[src/rtl/ch_seq_ctrl.sv]
// Per-channel sampling sequencer: walks a channel through its fast sample buffers,
// 2**mode buffers per trigger, and raises STOP_REQUEST once every buffer group is used.
module ch_seq_ctrl #(
  parameter int N_BUF  = 4,
  parameter int MODE_W = $clog2($clog2(N_BUF) + 1),
  parameter int CNT_W  = $clog2(N_BUF + 1)
) (
  input  logic              CLK,
  input  logic              RST,
  input  logic              trigger,
  input  logic              start,
  input  logic [MODE_W-1:0] mode,
  input  logic              INST_STOP,
  input  logic              INST_READOUT,
  output logic [2:0]        current_state,
  output logic [N_BUF-1:0]  buf_en,
  output logic [CNT_W-1:0]  trigger_cnt,
  output logic              STOP_REQUEST,
  output logic              overflow
);

  localparam int LOG2 = $clog2(N_BUF);

  typedef enum logic [2:0] {
    INIT     = 3'd0,
    SAMPLING = 3'd1,
    FULL     = 3'd2,
    STOPPED  = 3'd3,
    READOUT  = 3'd4
  } state_t;

  state_t            state_q, state_d;
  logic [MODE_W-1:0] m_q, m_d, mode_eff;
  logic [LOG2-1:0]   grp_q, grp_d, last_grp;
  logic [CNT_W-1:0]  cnt_q, cnt_d;
  logic              stop_q, stop_d;
  logic              ovf_q, ovf_d;
  logic              trig_q, trig_rise;
  logic [N_BUF-1:0]  buf_en_q, buf_en_d;

  assign trig_rise = trigger & ~trig_q;
  // Out-of-range modes clamp to a single group spanning every buffer.
  assign mode_eff  = (mode > MODE_W'(LOG2)) ? MODE_W'(LOG2) : mode;
  assign last_grp  = LOG2'((N_BUF >> m_q) - 1);

  always_ff @(posedge CLK) begin
    if (RST) begin
      state_q  <= INIT;
      m_q      <= '0;
      grp_q    <= '0;
      cnt_q    <= '0;
      stop_q   <= 1'b0;
      ovf_q    <= 1'b0;
      trig_q   <= 1'b0;
      buf_en_q <= '0;
    end else begin
      state_q  <= state_d;
      m_q      <= m_d;
      grp_q    <= grp_d;
      cnt_q    <= cnt_d;
      stop_q   <= stop_d;
      ovf_q    <= ovf_d;
      trig_q   <= trigger;
      buf_en_q <= buf_en_d;
    end
  end

  always_comb begin
    state_d = state_q;
    m_d     = m_q;
    grp_d   = grp_q;
    cnt_d   = cnt_q;
    stop_d  = stop_q;
    ovf_d   = ovf_q;
    if (INST_READOUT) begin
      state_d = READOUT;
    end else if (INST_STOP) begin
      state_d = STOPPED;
    end else if (start) begin
      state_d = SAMPLING;
      m_d     = mode_eff;
      grp_d   = '0;
      cnt_d   = '0;
      stop_d  = 1'b0;
      ovf_d   = 1'b0;
    end else if (trig_rise) begin
      case (state_q)
        SAMPLING: begin
          cnt_d = cnt_q + CNT_W'(1);
          if (grp_q == last_grp) begin
            state_d = FULL;
            stop_d  = 1'b1;
          end else begin
            grp_d = grp_q + LOG2'(1);
          end
        end
        // The count already sits at the group total here, so holding it saturates it.
        FULL:    ovf_d = 1'b1;
        default: ;
      endcase
    end
  end

  // Decode from next-state values so buf_en leaves the register aligned with the state.
  always_comb begin
    buf_en_d = '0;
    for (int i = 0; i < N_BUF; i++) begin
      buf_en_d[i] = (state_d == SAMPLING) && (LOG2'(i >> m_d) == grp_d);
    end
  end

  assign current_state = state_q;
  assign buf_en        = buf_en_q;
  assign trigger_cnt   = cnt_q;
  assign STOP_REQUEST  = stop_q;
  assign overflow      = ovf_q;

endmodule

[config.mk]
export PLATFORM = sky130hd
export DESIGN_NAME = ch_seq_ctrl
export DESIGN_NICKNAME = d
export VERILOG_FILES = /design/src/rtl/ch_seq_ctrl.sv
export SDC_FILE = /design/constraint.sdc
export NUM_CORES = 1
export LEC_CHECK = 0
export ABC_CLOCK_PERIOD_IN_PS = 2900
export BUFFER_PORTS_ARGS = -buffer_cell sky130_fd_sc_hd__buf_2
export CAP_MARGIN = 20
export CORE_MARGIN = 2
export CORE_UTILIZATION = 38
export CTS_CLUSTER_DIAMETER = 50
export DETAILED_ROUTE_END_ITERATION = 7
export GPL_TIMING_DRIVEN = 1
export SKIP_CTS_REPAIR_TIMING = 1
export SYNTH_ARGS = -nofsm -noshare
export SYNTH_HDL_FRONTEND = slang
export SYNTH_SLANG_ARGS = --single-unit
[constraint.sdc]
create_clock -name CLK -period 2.9 [get_ports CLK]
set_input_delay 0.145 -clock CLK [delete_from_list [all_inputs] [get_ports CLK]]
set_output_delay 0.145 -clock CLK [all_outputs]
set_load 0.05 [all_outputs]
* Word level (Yosys, flattened, before mapping)
Cells that the tools add are included.
** Storage, ports and cells
- Output and inout port bits :: 12
- Bits in registers :: 17
- Input port bits :: 8
- Word-level logic and storage cells :: 66
** Cells by class
- Reductions and logical operators :: 11
- Magnitude comparators :: 1
- Bitwise gates (word level) :: 4
- Muxes and demuxes :: 26
- Shift operators :: 5
- Add/sub/neg operators :: 3
- Equality and inequality tests :: 8
** Operators with widths (count)
- 2-to-1 mux 3 bit :: 9
- 2-to-1 mux 2 bit :: 10
- == test 2 bit :: 5
- AND reduction 4 bit :: 2
- nonzero test 2 bit :: 4
- 2-to-1 mux 1 bit :: 7
- == test 3 x 1 -> 1 bit, second input constant :: 2
- AND reduction 5 bit :: 1
- logical AND 1 bit :: 4
- >> shifter 1 x 2 -> 2 bit, first input constant :: 2
- >> shifter 2 x 2 -> 2 bit, first input constant :: 2
- adder 3 x 1 -> 3 bit, second input constant :: 1
- == test 3 x 2 -> 1 bit, second input constant :: 1
- NOT 1 bit :: 3
- >> shifter 3 x 2 -> 2 bit, first input constant :: 1
- adder 2 x 1 -> 2 bit, second input constant :: 1
- > comparator 2 bit, second input constant :: 1
- subtractor 2 bit, second input constant :: 1
- AND 1 bit :: 1

* Longest topological paths before layout
- Depth in word-level cells :: 11
- Depth in mapped cells :: 7

* Worst setup path before layout
Ideal clock, no wire load.
- Path type :: reg2reg
- Start point :: register state_q[0], in the netlist current_state[0]
- End point :: register buf_en_q[3], in the netlist buf_en[3]
- Stages on the path, launching flop included :: 6
- Setup slack :: 0.556 ns
- Data arrival time :: 2.274 ns
- Library setup time :: 0.070 ns
- Cells stage by stage :: dfxtp_1 or4b_4 o31a_1 or3_1 a211o_1 a21oi_1
** Between the ends
- Word-level cells in the longest chain between the ends :: 8
- Elaborated cells between the ends (all ways) :: 15
** RTL lines
- start: declaration :: RTL line 32 : state_t state_q, state_d;
- start signal: assignment :: RTL line 57 : state_q <= state_d;
- == test 3 x 1 -> 1 bit or 2-to-1 mux 3 bit (tied branches) :: RTL line 87, 90
- 2-to-1 mux 3 bit or 2-to-1 mux 2 bit (tied branches) :: RTL line 87 : case (state_q)
- 2-to-1 mux 3 bit or 2-to-1 mux 2 bit (tied branches) :: RTL line 86 : end else if (trig_rise) begin
- 2-to-1 mux 3 bit or 2-to-1 mux 2 bit (tied branches) :: RTL line 79 : end else if (start) begin
- 2-to-1 mux 3 bit or 2-to-1 mux 2 bit (tied branches) :: RTL line 77 : end else if (INST_STOP) begin
- 2-to-1 mux 3 bit or 2-to-1 mux 2 bit (tied branches) :: RTL line 75 : if (INST_READOUT) begin
- == test 3 x 1 -> 1 bit or == test 2 bit (tied branches) :: RTL line 108 : buf_en_d[i] = (state_d == SAMPLING) && (LOG2'(i >> m_d) == grp_d);
- logical AND 1 bit (*) :: RTL line 108
- end signal: assignment :: RTL line 64 : buf_en_q <= buf_en_d;
- end: declaration :: RTL line 39 : logic [N_BUF-1:0] buf_en_q, buf_en_d;
Every way passes the cells marked *; elsewhere a longest branch is shown, timed or not.
A chain may end at the register's enable or synchronous reset.

* Worst setup path after layout
- Start point :: register m_q[1]
- End point :: register buf_en_q[1], in the netlist buf_en[1]
** Between the ends
- Word-level cells in the longest chain between the ends :: 11
- Elaborated cells between the ends (all ways) :: 22
** RTL lines
- start: declaration :: RTL line 33 : logic [MODE_W-1:0] m_q, m_d, mode_eff;
- start signal: assignment :: RTL line 58 : m_q <= m_d;
- >> shifter 3 x 2 -> 2 bit :: RTL line 44 : assign last_grp = LOG2'((N_BUF >> m_q) - 1);
- subtractor 2 bit :: RTL line 44
- == test 2 bit :: RTL line 90 : if (grp_q == last_grp) begin
- 2-to-1 mux 3 bit or 2-to-1 mux 2 bit (tied branches) :: RTL line 90
- 2-to-1 mux 3 bit or 2-to-1 mux 2 bit (tied branches) :: RTL line 87
- 2-to-1 mux 3 bit or 2-to-1 mux 2 bit (tied branches) :: RTL line 86
- 2-to-1 mux 3 bit or 2-to-1 mux 2 bit (tied branches) :: RTL line 79
- 2-to-1 mux 3 bit or 2-to-1 mux 2 bit (tied branches) :: RTL line 77
- 2-to-1 mux 3 bit or 2-to-1 mux 2 bit (tied branches) :: RTL line 75
- == test 3 x 1 -> 1 bit or == test 2 bit (tied branches) :: RTL line 108
- logical AND 1 bit (*) :: RTL line 108
Marks and branches as above.

==> flow_metrics.tcl <==
set metrics [dict create \
    outcome "finished clean" \
    root_buffer "clkbuf_4" \
    ys_types 42 \
    antenna_found_initial 0 \
    grt-ovfl-total 0 \
    post-place-ws_ns 0.723 \
    whs_ns 0.0959 \
    avgSynthCellArea_um2 8.18 \
    boundaryPins 20 \
    die_y_um 54.2 \
    critPathKind "flip-flop to flip-flop" \
    path_clk_slew_ns 0.11 \
    place_area_um2 1090 \
    viasPerCell 5.71 \
    firstDrtPassIters 4 \
    clkLatencyLatePin_ns 0.29 \
    finalCriticalPeriod_ns 2.26 \
    syn_inst 117 \
    grt_usage_pct 17.7 \
    dr_total_vias 959 \
    clk_path_buf_depth 2 \
    fin_setup_tns_ns 0 \
    skew_ns 0.00338 \
    yosysTopAreaCell "dfxtp_1" \
    cts_tree "done" \
    leakage_nw 0.416 \
    vdd_drop_max_mv 0.249 \
    fin_cells 168 \
    hold_path.class "input pin to flip-flop" \
    relSlewSlack_pct 46.8 \
    layout.nets 149 \
    wl_per_cell_um 13.9 \
    die_w_um 54.2 \
    cp.arrival_ns 2.47 \
    post-route-worst-setup-slack_ns 0.642 \
    gp_congestion 0.869 \
    start_kind "flip-flop" \
    cts_sinks 17 \
    dp.cells 164 \
    core_area_um2 2430 \
    drive_above_1_share_pct 20.3 \
    yosys.area.top_type_share_pct 35.6 \
    hold_viol 0 \
    maxClockFrequency_mhz 443 \
    drt_wl_total_mm 2.34 \
    drtAntennaViolNets 0 \
    finalSetupViolations 0 \
    fin_crit_sh_pct 77.9 \
    synth_edf_count 0 \
    grt_max_degree 14 \
    start_util_pct 39.4 \
    grt_pass1_vias 799 \
    grt_pass1_wl_mm 3.71 \
    die_area_um2 2940 \
    area_growth_pct 16.7 \
    design_area_um2 1120 \
    antennaDiodeCount 0 \
    drc 0 \
    yosysSeqAreaShare_pct 35.6 \
    cp_data_required_time_ns 3.11 \
    drtIter0Drc 22 \
    utilization_pct 45.9 \
    tightestPinTransition_ns 0.778 \
    ys_top_cells_by_area "dfxtp_1 (36%), nor2_1 (6.3%), nand2_1 (3.9%), a21oi_1 (3.7%), ha_1 (2.6%)" \
    synthesis.nets 127 \
    async_reset_ff_share_pct 0 \
    ys_seq_elements 17 \
    cp-end-kind "flip-flop" \
    drv_slew 0 \
    fin_total_pwr_mw 0.447 \
    cts_buffers 3 \
    synthFlopType "dfxtp_1" \
    cts.htree.levels 1 \
    critPathMaxFanout 9 \
    netlist_area_um2 957 \
    yosysWarnings 0 \
    port_buffers 19 \
    rsz0062_at_grt "no" \
    hpwl_mm 1.74 \
    cap_viol_max_count 0 \
    p_per_area_nw_per_um2 400 \
    row_count 18 \
]
layout by cell type, fill, tap and decap left out, types with 2 or more instances in the layout:
cell type	count
xnor2_1	2
nand2b_1	2
inv_1	4
o21ai_0	5
buf_4	2
xor2_1	2
a31oi_1	2
o31ai_1	2
buf_2	19
a41oi_1	2
a21oi_1	7
ha_1	2
nor3_1	4
nand4b_1	2
clkbuf_4	3
nand2_1	10
nor4_1	4
nor2_1	16
a211oi_1	3
dfxtp_1	17
nor2b_1	4
report_power, final:
| part | leakage (nW) | total (mW) | switching, mW | internal [mW] |
|---|---|---|---|---|
| Clock | 0.0177 | 0.132 | 0.0807 | 0.0513 |
| Combinational | 0.260 | 0.0708 | 0.0466 | 0.0241 |
| Sequential | 0.138 | 0.244 | 0.00542 | 0.239 |
sequential cells by signal, summed over array words and instances (netlist names):
register	count
grp_q	2
current_state	3
trigger_cnt	3
STOP_REQUEST	1
buf_en	4
overflow	1
m_q	2
trig_q	1
synthesized netlist by cell type (2+ instances only):
cell type	n
nor2b_1	4
nand2b_1	2
o21ai_0	5
a21oi_1	7
nor3_1	4
nor4_1	4
inv_1	4
xor2_1	2
dfxtp_1	17
a41oi_1	2
nand2_1	10
o31ai_1	2
xnor2_1	2
a211oi_1	3
clkbuf_1	4
nand4b_1	2
ha_1	2
nor2_1	16
a31oi_1	2
per-layer routing:
layer / global-route usage [%] / vias to the layer above / part of all wire (%)
met2: 25.9 / 35 / 48
met3: 4.44 / 5 / 5.0
met1: 23.8 / 435 / 45
li1: - / 484 / -
met4: 8.75 / 0 / 2.0
met5: 0 / - / 0
cell families (layout without fill, tap and decap cells):
group | after synthesis | after routing | synth area share, %
mux | 1 | 1 | 1.05
flops | 17 | 17 | 35.6
fa+ha+maj | 2 | 2 | 2.61
xor+xnor | 4 | 4 | 3.66
simple gates | 53 | 53 | 30.9
compound gates | 32 | 32 | 23.1
buf+inv | 8 | 29 | 3.14
cell type report:
cell class / count / area [µm²]
flip-flops and latches: 17 / 340
clock inverters: 1 / 5.00
repair buffers: 21 / 110
inverters: 4 / 15.0
multi-input cells: 92 / 587
clock buffers: 3 / 22.5
fillers: 244 / 1320
well taps: 30 / 37.5
worst paths after layout:
kind | cells past startpoint | to | startpoint | slack [ns]
setup reg to reg | 6 | buf_en[1] | m_q[1] | 0.64
hold / removal | 2 | trig_q | trigger | 0.1
setup / recovery | 6 | buf_en[1] | m_q[1] | 0.64
hold reg to reg | 2 | trigger_cnt[1] | trigger_cnt[1] | 0.49
worst max-delay path: stages, from the launching register on:
cell and delay (ns):
dfxtp_1 0.49, ha_1 0.34, xnor2_1 0.26, nor4_1 0.09
a211oi_1 0.58, a21oi_1 0.17, a211oi_1 0.26
Note: power is estimated with default switching activity, not from simulation.
